==> config.mk <==
export PLATFORM = sky130hd
export DESIGN_NAME = mem_seq_fsm
export DESIGN_NICKNAME = d
export VERILOG_FILES = /design/src/rtl/img_pkg.sv /design/src/rtl/delay_line.sv /design/src/rtl/mem_seq_fsm.sv
export SDC_FILE = /design/constraint.sdc
export NUM_CORES = 1
export LEC_CHECK = 0
export CAP_MARGIN = 30
export CORE_MARGIN = 1
export CORE_UTILIZATION = 45
export CTS_BUF_LIST = sky130_fd_sc_hd__clkbuf_8
export DETAILED_ROUTE_END_ITERATION = 6
export PLACE_DENSITY_LB_ADDON = 0.2
export SETUP_SLACK_MARGIN = 0.15
export SLEW_MARGIN = 20
export SYNTH_ARGS = -nofsm -noshare
export SYNTH_HDL_FRONTEND = slang
export SYNTH_SLANG_ARGS = --single-unit
export TNS_END_PERCENT = 20
==> constraint.sdc <==
create_clock -name i_CLK -period 2.3 [get_ports i_CLK]
set_clock_uncertainty 0.1 [all_clocks]
set_input_delay 0.46 -clock i_CLK [delete_from_list [all_inputs] [get_ports i_CLK]]
set_output_delay 0.46 -clock i_CLK [all_outputs]
set_load 0.02 [all_outputs]
==> src/rtl/img_pkg.sv <==
// -----------------------------------------------------------------------------
// img_pkg
// Shared definitions for the image pipeline: the control block, the memory
// sequencer and the convolver all agree on these defaults and on the sequencer
// state encoding.
//   ADDR_W_DEF    default row address width
//   N_BANKS_DEF   default column banks per stripe
//   PIPE_LAT_DEF  default convolver latency after a valid bank output
//   seq_state_t   sequencer state encoding
//   bank_width()  index width for a bank count (never below one bit)
// -----------------------------------------------------------------------------
package img_pkg;

    localparam int ADDR_W_DEF   = 10;
    localparam int N_BANKS_DEF  = 3;
    localparam int PIPE_LAT_DEF = 3;

    typedef enum logic [2:0] {
        ST_IDLE  = 3'd0,
        ST_LOAD  = 3'd1,
        ST_FULL  = 3'd2,
        ST_RUN   = 3'd3,
        ST_DRAIN = 3'd4,
        ST_DONE  = 3'd5
    } seq_state_t;

    function automatic int bank_width(input int n_banks);
        return (n_banks > 1) ? $clog2(n_banks) : 1;
    endfunction

endpackage

==> src/rtl/delay_line.sv <==
// -----------------------------------------------------------------------------
// delay_line
// Parameterised shift register with synchronous clear. data_out reproduces
// data_in exactly DEPTH cycles later. DEPTH must be at least 1.
// Ports:
//   i_CLK     clock
//   i_rst     synchronous active-high reset, clears every tap
//   data_in   WIDTH-bit input
//   data_out  WIDTH-bit input delayed by DEPTH cycles
// -----------------------------------------------------------------------------
module delay_line
    import img_pkg::*;
#(
    parameter int DEPTH = 1,
    parameter int WIDTH = 1
) (
    input  logic             i_CLK,
    input  logic             i_rst,
    input  logic [WIDTH-1:0] data_in,
    output logic [WIDTH-1:0] data_out
);

    logic [WIDTH-1:0] taps [DEPTH];

    // Clearing the taps on reset means a pulse in flight never escapes after
    // the sequencer has been sent back to IDLE.
    always_ff @(posedge i_CLK) begin
        if (i_rst) begin
            for (int i = 0; i < DEPTH; i++) begin
                taps[i] <= '0;
            end
        end else begin
            taps[0] <= data_in;
            for (int i = 1; i < DEPTH; i++) begin
                taps[i] <= taps[i-1];
            end
        end
    end

    assign data_out = taps[DEPTH-1];

endmodule

==> src/rtl/mem_seq_fsm.sv <==
// -----------------------------------------------------------------------------
// mem_seq_fsm
// Memory sequencer for one image stripe. In load mode it writes incoming
// pixels column by column into N_BANKS line-buffer banks; in run mode it
// reads all banks in parallel row by row, then waits for the convolver
// pipeline to drain and raises end-of-process.
// Ports:
//   i_CLK         clock
//   i_rst         synchronous active-high reset
//   i_load        load-mode level from the control block
//   i_run         run-mode level from the control block (wins over i_valid)
//   i_valid       one-cycle pixel strobe
//   i_data        pixel
//   i_imgLength   pixels per column, captured when a load starts
//   o_we          one-hot bank write enable
//   o_wr_addr     write row
//   o_wr_data     write pixel
//   o_rd_en       read all banks
//   o_rd_addr     read row
//   o_conv_valid  bank outputs valid (o_rd_en one cycle later)
//   o_EOP         end of process (level while DONE)
//   o_full        stripe fully loaded
//   o_overflow    sticky: a pixel was dropped because the stripe was full
// PIPE_LAT must be at least 1.
// -----------------------------------------------------------------------------
module mem_seq_fsm
    import img_pkg::*;
#(
    parameter int ADDR_W   = ADDR_W_DEF,
    parameter int N_BANKS  = N_BANKS_DEF,
    parameter int PIPE_LAT = PIPE_LAT_DEF
) (
    input  logic               i_CLK,
    input  logic               i_rst,
    input  logic               i_load,
    input  logic               i_run,
    input  logic               i_valid,
    input  logic [7:0]         i_data,
    input  logic [ADDR_W-1:0]  i_imgLength,
    output logic [N_BANKS-1:0] o_we,
    output logic [ADDR_W-1:0]  o_wr_addr,
    output logic [7:0]         o_wr_data,
    output logic               o_rd_en,
    output logic [ADDR_W-1:0]  o_rd_addr,
    output logic               o_conv_valid,
    output logic               o_EOP,
    output logic               o_full,
    output logic               o_overflow
);

    localparam int BANK_W = bank_width(N_BANKS);

    seq_state_t        state;
    logic [ADDR_W-1:0] row;
    logic [ADDR_W-1:0] len;
    logic [BANK_W-1:0] bank;
    logic              full_q;
    logic              overflow_q;

    logic len_zero;
    logic row_last;
    logic bank_last;
    logic write_en;
    logic drop_pixel;
    logic enter_run;
    logic drain_start;
    logic drain_done;

    // row_last is only consulted when len is non-zero, so the wrap of
    // len-1 for a zero length never matters.
    assign len_zero  = (len == '0);
    assign row_last  = (row == (len - ADDR_W'(1)));
    assign bank_last = (bank == BANK_W'(N_BANKS - 1));
    assign enter_run = ((state == ST_LOAD) || (state == ST_FULL)) && i_run;

    // A strobe is written only while loading a non-empty column and run mode
    // is not being requested in the same cycle.
    assign write_en = (state == ST_LOAD) && i_valid && !i_run && !len_zero;

    // A strobe that has nowhere to go marks the overflow; a zero-length
    // stripe counts as already full.
    assign drop_pixel = i_valid && !i_run &&
                        ((state == ST_FULL) || ((state == ST_LOAD) && len_zero));

    // The drain countdown starts on the cycle the last row is read, or, for
    // a zero-length stripe, on the cycle run mode is accepted.
    assign drain_start = ((state == ST_RUN) && row_last) || (enter_run && len_zero);

    // Write-side outputs follow the registered counters and the live pixel so
    // the bank write lands in the same cycle as the strobe.
    always_comb begin
        o_we      = '0;
        o_wr_addr = '0;
        o_wr_data = '0;
        if (write_en) begin
            o_we[bank] = 1'b1;
            o_wr_addr  = row;
            o_wr_data  = i_data;
        end
    end

    assign o_rd_en    = (state == ST_RUN);
    assign o_rd_addr  = o_rd_en ? row : '0;
    assign o_EOP      = (state == ST_DONE);
    assign o_full     = full_q;
    assign o_overflow = overflow_q;

    // Bank outputs become valid one cycle after the read, matching the
    // block-RAM read latency.
    delay_line #(
        .DEPTH (1),
        .WIDTH (1)
    ) u_conv_delay (
        .i_CLK    (i_CLK),
        .i_rst    (i_rst),
        .data_in  (o_rd_en),
        .data_out (o_conv_valid)
    );

    // drain_done fires PIPE_LAT cycles after the last read so that DONE is
    // reached 1+PIPE_LAT cycles after it.
    delay_line #(
        .DEPTH (PIPE_LAT),
        .WIDTH (1)
    ) u_drain_delay (
        .i_CLK    (i_CLK),
        .i_rst    (i_rst),
        .data_in  (drain_start),
        .data_out (drain_done)
    );

    // Sequencer: one counter serves as write row in LOAD and read row in RUN.
    // The terminal compare happens before the increment, so the counters wrap
    // deliberately and never overflow. o_overflow is only cleared by reset.
    always_ff @(posedge i_CLK) begin
        if (i_rst) begin
            state      <= ST_IDLE;
            row        <= '0;
            bank       <= '0;
            len        <= '0;
            full_q     <= 1'b0;
            overflow_q <= 1'b0;
        end else begin
            if (drop_pixel) begin
                overflow_q <= 1'b1;
            end

            unique case (state)
                ST_IDLE: begin
                    if (i_load) begin
                        state  <= ST_LOAD;
                        row    <= '0;
                        bank   <= '0;
                        len    <= i_imgLength;
                        full_q <= 1'b0;
                    end
                end

                ST_LOAD: begin
                    if (i_run) begin
                        state <= len_zero ? ST_DRAIN : ST_RUN;
                        row   <= '0;
                    end else if (len_zero) begin
                        state  <= ST_FULL;
                        full_q <= 1'b1;
                    end else if (i_valid) begin
                        if (row_last) begin
                            row <= '0;
                            if (bank_last) begin
                                state  <= ST_FULL;
                                full_q <= 1'b1;
                            end else begin
                                bank <= bank + BANK_W'(1);
                            end
                        end else begin
                            row <= row + ADDR_W'(1);
                        end
                    end
                end

                ST_FULL: begin
                    if (i_run) begin
                        state <= len_zero ? ST_DRAIN : ST_RUN;
                        row   <= '0;
                    end
                end

                ST_RUN: begin
                    if (row_last) begin
                        state <= ST_DRAIN;
                        row   <= '0;
                    end else begin
                        row <= row + ADDR_W'(1);
                    end
                end

                ST_DRAIN: begin
                    if (drain_done) begin
                        state <= ST_DONE;
                    end
                end

                ST_DONE: begin
                    if (i_load && !i_run) begin
                        state  <= ST_LOAD;
                        row    <= '0;
                        bank   <= '0;
                        len    <= i_imgLength;
                        full_q <= 1'b0;
                    end
                end

                default: begin
                    state <= ST_IDLE;
                end
            endcase
        end
    end

endmodule

==> results_dict.tcl, run 1 <==
set metrics [dict create \
    final_area_um2 3352 \
    io_pins 59 \
    nNetsFinal 410 \
    coreArea_um2 4474 \
    post-route-drc-count 4 \
    synthAdderAreaFrac 0.02904 \
    cts_buffer_depth 2 \
    std_cell_rows 24 \
    synthToLayoutAreaGrowth_pct 55.57 \
    worstPathMaxFanout 11 \
    antennaDiodeCount 0 \
    drt_iter0_markers 142 \
    vias 2474 \
    cts_tree "done" \
    ys_types 49 \
    dp_slack_ns -0.3851 \
    gp_congestion 0.9260 \
    antenna_found_initial 0 \
    first_pass_iters 6 \
    status "finished with violations" \
    muxShareOfSynthArea 0.06098 \
    hold_slack_ns 0.3501 \
    hold_class "reg2reg" \
    drv_slew 0 \
    worst-setup-path-type "reg2out" \
    synth-edff-count 0 \
    synthCells 285 \
    grt_overflow 0 \
    fp.dieW_um 71.20 \
    setup_viol 24 \
    dpl.hpwl_um 4748 \
    cts.sinks 31 \
    syn_nets 313 \
    finalHoldViolCount 0 \
    place_area_um2 3139 \
    grt_pass1_vias 2301 \
    rsz0062_at_grt "yes" \
    clk_pin_slew_worst_paths_ns 0.06 \
    start_util 0.4815 \
    timing.slew.headroom 0.7160 \
    async_reset_ff_frac 0 \
    ys_seq_area_frac 0.2880 \
    numCtsBuffers 5 \
    p_per_area_nw_per_um2 1014 \
    synth_flop_cell "dfxtp_1" \
    max_freq_mhz 411.2 \
    endpoint_kind "output pin" \
    drt_wl_total_um 6539 \
    fp.dieH_um 71.20 \
    synth_top_area_share 0.2880 \
    grt_pass1_wl_um 10600 \
    synth_area_um2 2155 \
    crit_arrival_ns 1.87 \
    synth-xor-area-share 0.03659 \
    synth_top_family_by_area "simple AND/OR/NAND/NOR gates" \
    drive_above_1_share 0.3473 \
    grt_use_total 0.2634 \
    synth_seq_cells 31 \
    clkLatencyLatePin_ns 0.30 \
    cts_root_buf "clkbuf_8" \
    worst_slew_pin_slew_ns 0.4230 \
    violations "design-rule violations, negative setup slack" \
    p_leak_nw 1.452 \
    yosysWarnings 0 \
    synth_compound_area_frac 0.1806 \
    setup_slack_ns -0.1321 \
    total_power_mw 3.400 \
    final_util 0.7492 \
    yosys.area.top_type "dfxtp_1" \
    wire_per_inst_um 15.03 \
    maxCapViolations 0 \
    required_ns 1.74 \
    viasPerCell 5.687 \
    period_needed_ns 2.432 \
    min_period_over_period 1.057 \
    htree_levels 2 \
    synthSimpleGateAreaFrac 0.3455 \
    vdd_ir_drop_max_mv 0.9270 \
    critPathLaunchType "flip-flop" \
    postSynthAreaPerCell_um2 7.560 \
    portBuffers 58 \
    grt_max_degree 23 \
    die_area_um2 5069 \
    synth.area.top_cells "dfxtp_1 29%, and3_1 8.4%, nor2_1 5.7%, mux2i_1 5.6%, a21oi_1 4.4%" \
    postRouteAntennaNets 0 \
]
==> worst paths after layout <==
check	start	cells past startpoint	slack [ns]	endpoint
max	len[1]	8	-0.13	o_we[0]
min reg2reg	u_drain_delay.taps[0][1]	1	0.35	u_drain_delay.taps[0][2]
min	u_drain_delay.taps[0][1]	1	0.35	u_drain_delay.taps[0][2]
max reg2reg	len[1]	11	-0.11	state[2]
==> placed cells by master, fill, tap and decap left out, drive strengths merged, types with 2 or more instances in the layout <==
cell	instances
and3	29
or2	3
clkbuf	15
xnor2	6
xor2	3
a21oi	19
mux2i	12
nand3	9
ha	5
nor4b	3
o21a	2
o22ai	6
a31oi	9
nand2	22
nor4	3
nor3	16
o21ai	10
and2	2
a211o	2
nand4	4
dlygate4sd2	4
nand2b	3
buf	68
nor2	33
or3	3
dfxtp	31
clkdlybuf4s50	25
inv	17
nor2b	3
==> cell families after synthesis <==
group / after synthesis
AND/OR/NAND/NOR: 135
AO/OA/AOI/OAI: 60
buffers and inverters: 32
flip-flops: 31
multiplexers: 13
XOR/XNOR: 9
adder cells (fa/ha/maj): 5
==> metal layers <==
layer  share of wire  vias up  global-route usage
met5               0        -                   0
met4           0.013        0             0.08222
met3           0.064       11             0.04986
met2            0.48       83              0.4476
met1            0.44     1160              0.3369
li1                -     1220                   -
==> per-stage QoR <==
stage | setup TNS [ns] | instances
finish | -2.378 | 435
global route | -4.538 | 435
CTS | -2.897 | 434
detailed placement | -11.58 | 423
global placement | -10.05 | 423
floorplan | 0 | 285
==> power breakdown <==
part / total, mW / leakage [nW] / switching, mW / internal (mW)
registers: 0.700 / 0.253 / 0.0632 / 0.637
clock network: 0.487 / 0.0557 / 0.218 / 0.269
logic: 2.21 / 1.14 / 1.12 / 1.09
total: 3.40 / 1.45 / 1.40 / 2.00
==> worst max-delay path, cell delays in order (launching register included) <==
cell     delay, ns
dfxtp_2       0.32
inv_2         0.08
ha_4          0.13
nor3b_4       0.24
and3_4        0.25
nor3_4        0.05
buf_6         0.14
and3_2        0.21
buf_4         0.15
==> final cells by class <==
class	count	area [um^2]
clock inverter	1	3.754
tap	52	65.06
inverter	17	66.31
multi-input combinational	222	1560
sequential	31	625.6
clock buffer	7	96.34
timing repair buffer	105	934.6
fill	336	1122
==> sequential cells by signal, summed over array words and instances (netlist names) <==
| signal | count |
|---|---|
| u_drain_delay.taps | 3 |
| u_conv_delay.taps | 1 |
| o_overflow | 1 |
| bank | 2 |
| len | 10 |
| row | 10 |
| state | 3 |
| o_full | 1 |
==> cells in the mapped netlist (all sizes together) (4+ instances only) <==
cell type and n:
nor2 33, dfxtp 31, and3 29, nand2 22, a21oi 19, inv 16, nor3 16, mux2i 12
clkbuf 11, o21ai 10, a31oi 9, nand3 9, o22ai 6, xnor2 6, ha 5, buf 4
nand4 4
==> timing repair <==
item	in CTS	in global routing
pin swaps	12	3
resized for setup	121	63
hold buffers	0	0
endpoints found under the setup margin	57	56
gates cloned	1	0
buffers inserted	2	1
Power figures use the tool's default switching activity.
==> run 2: changes to the inputs <==
CORE_UTILIZATION = 50   (was 45)
clock period = 3.1 ns   (was 2.3 ns; I/O delays follow)
==> run 2 against run 1 <==
The run now ends clean. Sequential cell count unchanged. Largest cell class unchanged. Largest power group unchanged. Core utilization shrank 3.7 points. Critical path depth unchanged. Critical path type unchanged.
==> results_dict.tcl, run 2 (synthesis gave the netlist of run 1 again) <==
set metrics [dict create \
    clkLatencyLatePin_ns 0.29 \
    min_from "u_drain_delay.taps[0][1]" \
    portBuffers 58 \
    reg.largest.list "len (10), row (10)" \
    wire_per_inst_um 14.95 \
    crit_buf_inv 3 \
    cts.sinks 31 \
    endpoint_kind "output pin" \
    nNetsFinal 376 \
    r2r_end "state[2]" \
    finalHoldViolCount 0 \
    final_cell_mix "37 x clkdlybuf4s50_1, 33 x nor2_1, 30 x dfxtp_1" \
    htree_levels 2 \
    final_area_um2 2889 \
    drive_above_1_share 0.1662 \
    regArea_um2 621.8 \
    hold_class "reg2reg" \
    die_area_um2 4576 \
    post_cts_buffers 0 \
    status "finished clean" \
    critical-path-top-delay-family "simple AND/OR/NAND/NOR gates" \
    grt_use_total 0.2841 \
    required_ns 2.38 \
    cts_tree "done" \
    gp_congestion 0.9571 \
    post-route-drc-count 0 \
    critPathLaunchType "flip-flop" \
    grt_max_degree 23 \
    dpl.cell_count 390 \
    reg2reg_from "len[1]" \
    worstPathMaxFanout 11 \
    worst_slew_pin_slew_ns 0.5646 \
    drt_iter0_markers 179 \
    antenna_found_initial 0 \
    first_pass_iters 5 \
    vdd_ir_drop_max_mv 0.5070 \
    start_util 0.5310 \
    grt_pass1_wl_um 9556 \
    grt_overflow 0 \
    coreArea_um2 4058 \
    path_cells "inv_1 > ha_1 > nor3b_2 > and3_2 > nor3_4 > buf_6 > and3_1 > clkdlybuf4s15_2" \
    max_stage_delay_ns 0.36 \
    fp.dieW_um 67.65 \
    hold_slack_ns 0.3470 \
    place_area_um2 2824 \
    min_period_over_period 0.9173 \
    critPathSlowestCell "dfxtp_2" \
    setup_slack_ns 0.2563 \
    crit_arrival_ns 2.12 \
    n_fill_cell 361 \
    fp.dieH_um 67.65 \
    viasPerCell 5.875 \
    p_leak_nw 1.202 \
    cts_hold_buf 0 \
    rsz0062_at_grt "yes" \
    maxCapViolations 0 \
    grt_pass1_vias 2118 \
    layout_commonest_cell "clkdlybuf4s50_1" \
    timing.slew.headroom 0.6222 \
    worst-setup-path-type "reg2out" \
    synthToLayoutAreaGrowth_pct 34.09 \
    clk_pin_slew_worst_paths_ns 0.07 \
    max_freq_mhz 351.7 \
    reg2regPathDepth 9 \
    cts_root_buf "clkbuf_8" \
    dpl.hpwl_um 4289 \
    setup_viol 0 \
    rrSetupSlack_ns 0.51 \
    drv_slew 0 \
    final_util 0.7120 \
    tns_ns 0 \
    io_pins 59 \
    cts_buffer_depth 2 \
    numCtsBuffers 5 \
    period_needed_ns 2.844 \
    fin_cells 399 \
    postRouteAntennaNets 0 \
    dp_slack_ns 0.1061 \
    min_path_cells 1 \
    min_to "u_drain_delay.taps[0][2]" \
    vias 2344 \
    p_per_area_nw_per_um2 746.3 \
    antennaDiodeCount 0 \
    std_cell_rows 23 \
    multi_input_area_um2 1421 \
    total_power_mw 2.156 \
    drt_wl_total_um 5966 \
]
[run 2: routing by layer]
layer  global-route usage  wire length, um
met2               0.4691             2762
met1               0.3497             2565
met5                    0                0
met4               0.1144              138
met3              0.06926              499
[run 2: repair_timing]
item | CTS | global route
setup endpoints to repair | 21 | 24
hold endpoints to repair | 0 | 0
resized for setup | 50 | 22
gates cloned | 1 | 0
[run 2: how the worst max path moves through the flow]
stage	startpoint	to	slack, ns	depth (start not counted)
final	len[1]	o_wr_addr[5]	0.26	8
after global routing	len[1]	o_wr_addr[5]	0.14	8
after CTS	len[1]	o_wr_data[5]	0.11	8
after detailed placement	i_valid	o_wr_addr[5]	0.11	3
after global placement	i_run	o_wr_addr[5]	0.15	5
after floorplan	len[0]	o_we[0]	0.53	7
[run 2: report_power, final]
part | internal [mW] | switching, mW
Clock | 0.260 | 0.159
Sequential | 0.470 | 0.0892
Combinational | 0.508 | 0.670
Total | 1.24 | 0.918
[run 2: cell type report]
| cell class | count | area share |
|---|---|---|
| Clock buffer | 6 | 0.02858 |
| Sequential cell | 31 | 0.2152 |
| Timing Repair Buffer | 71 | 0.2083 |
| Inverter | 17 | 0.02209 |
| Clock inverter | 2 | 0.01213 |
| Multi-Input combinational cell | 222 | 0.4920 |
| Tap cell | 50 | 0.02165 |
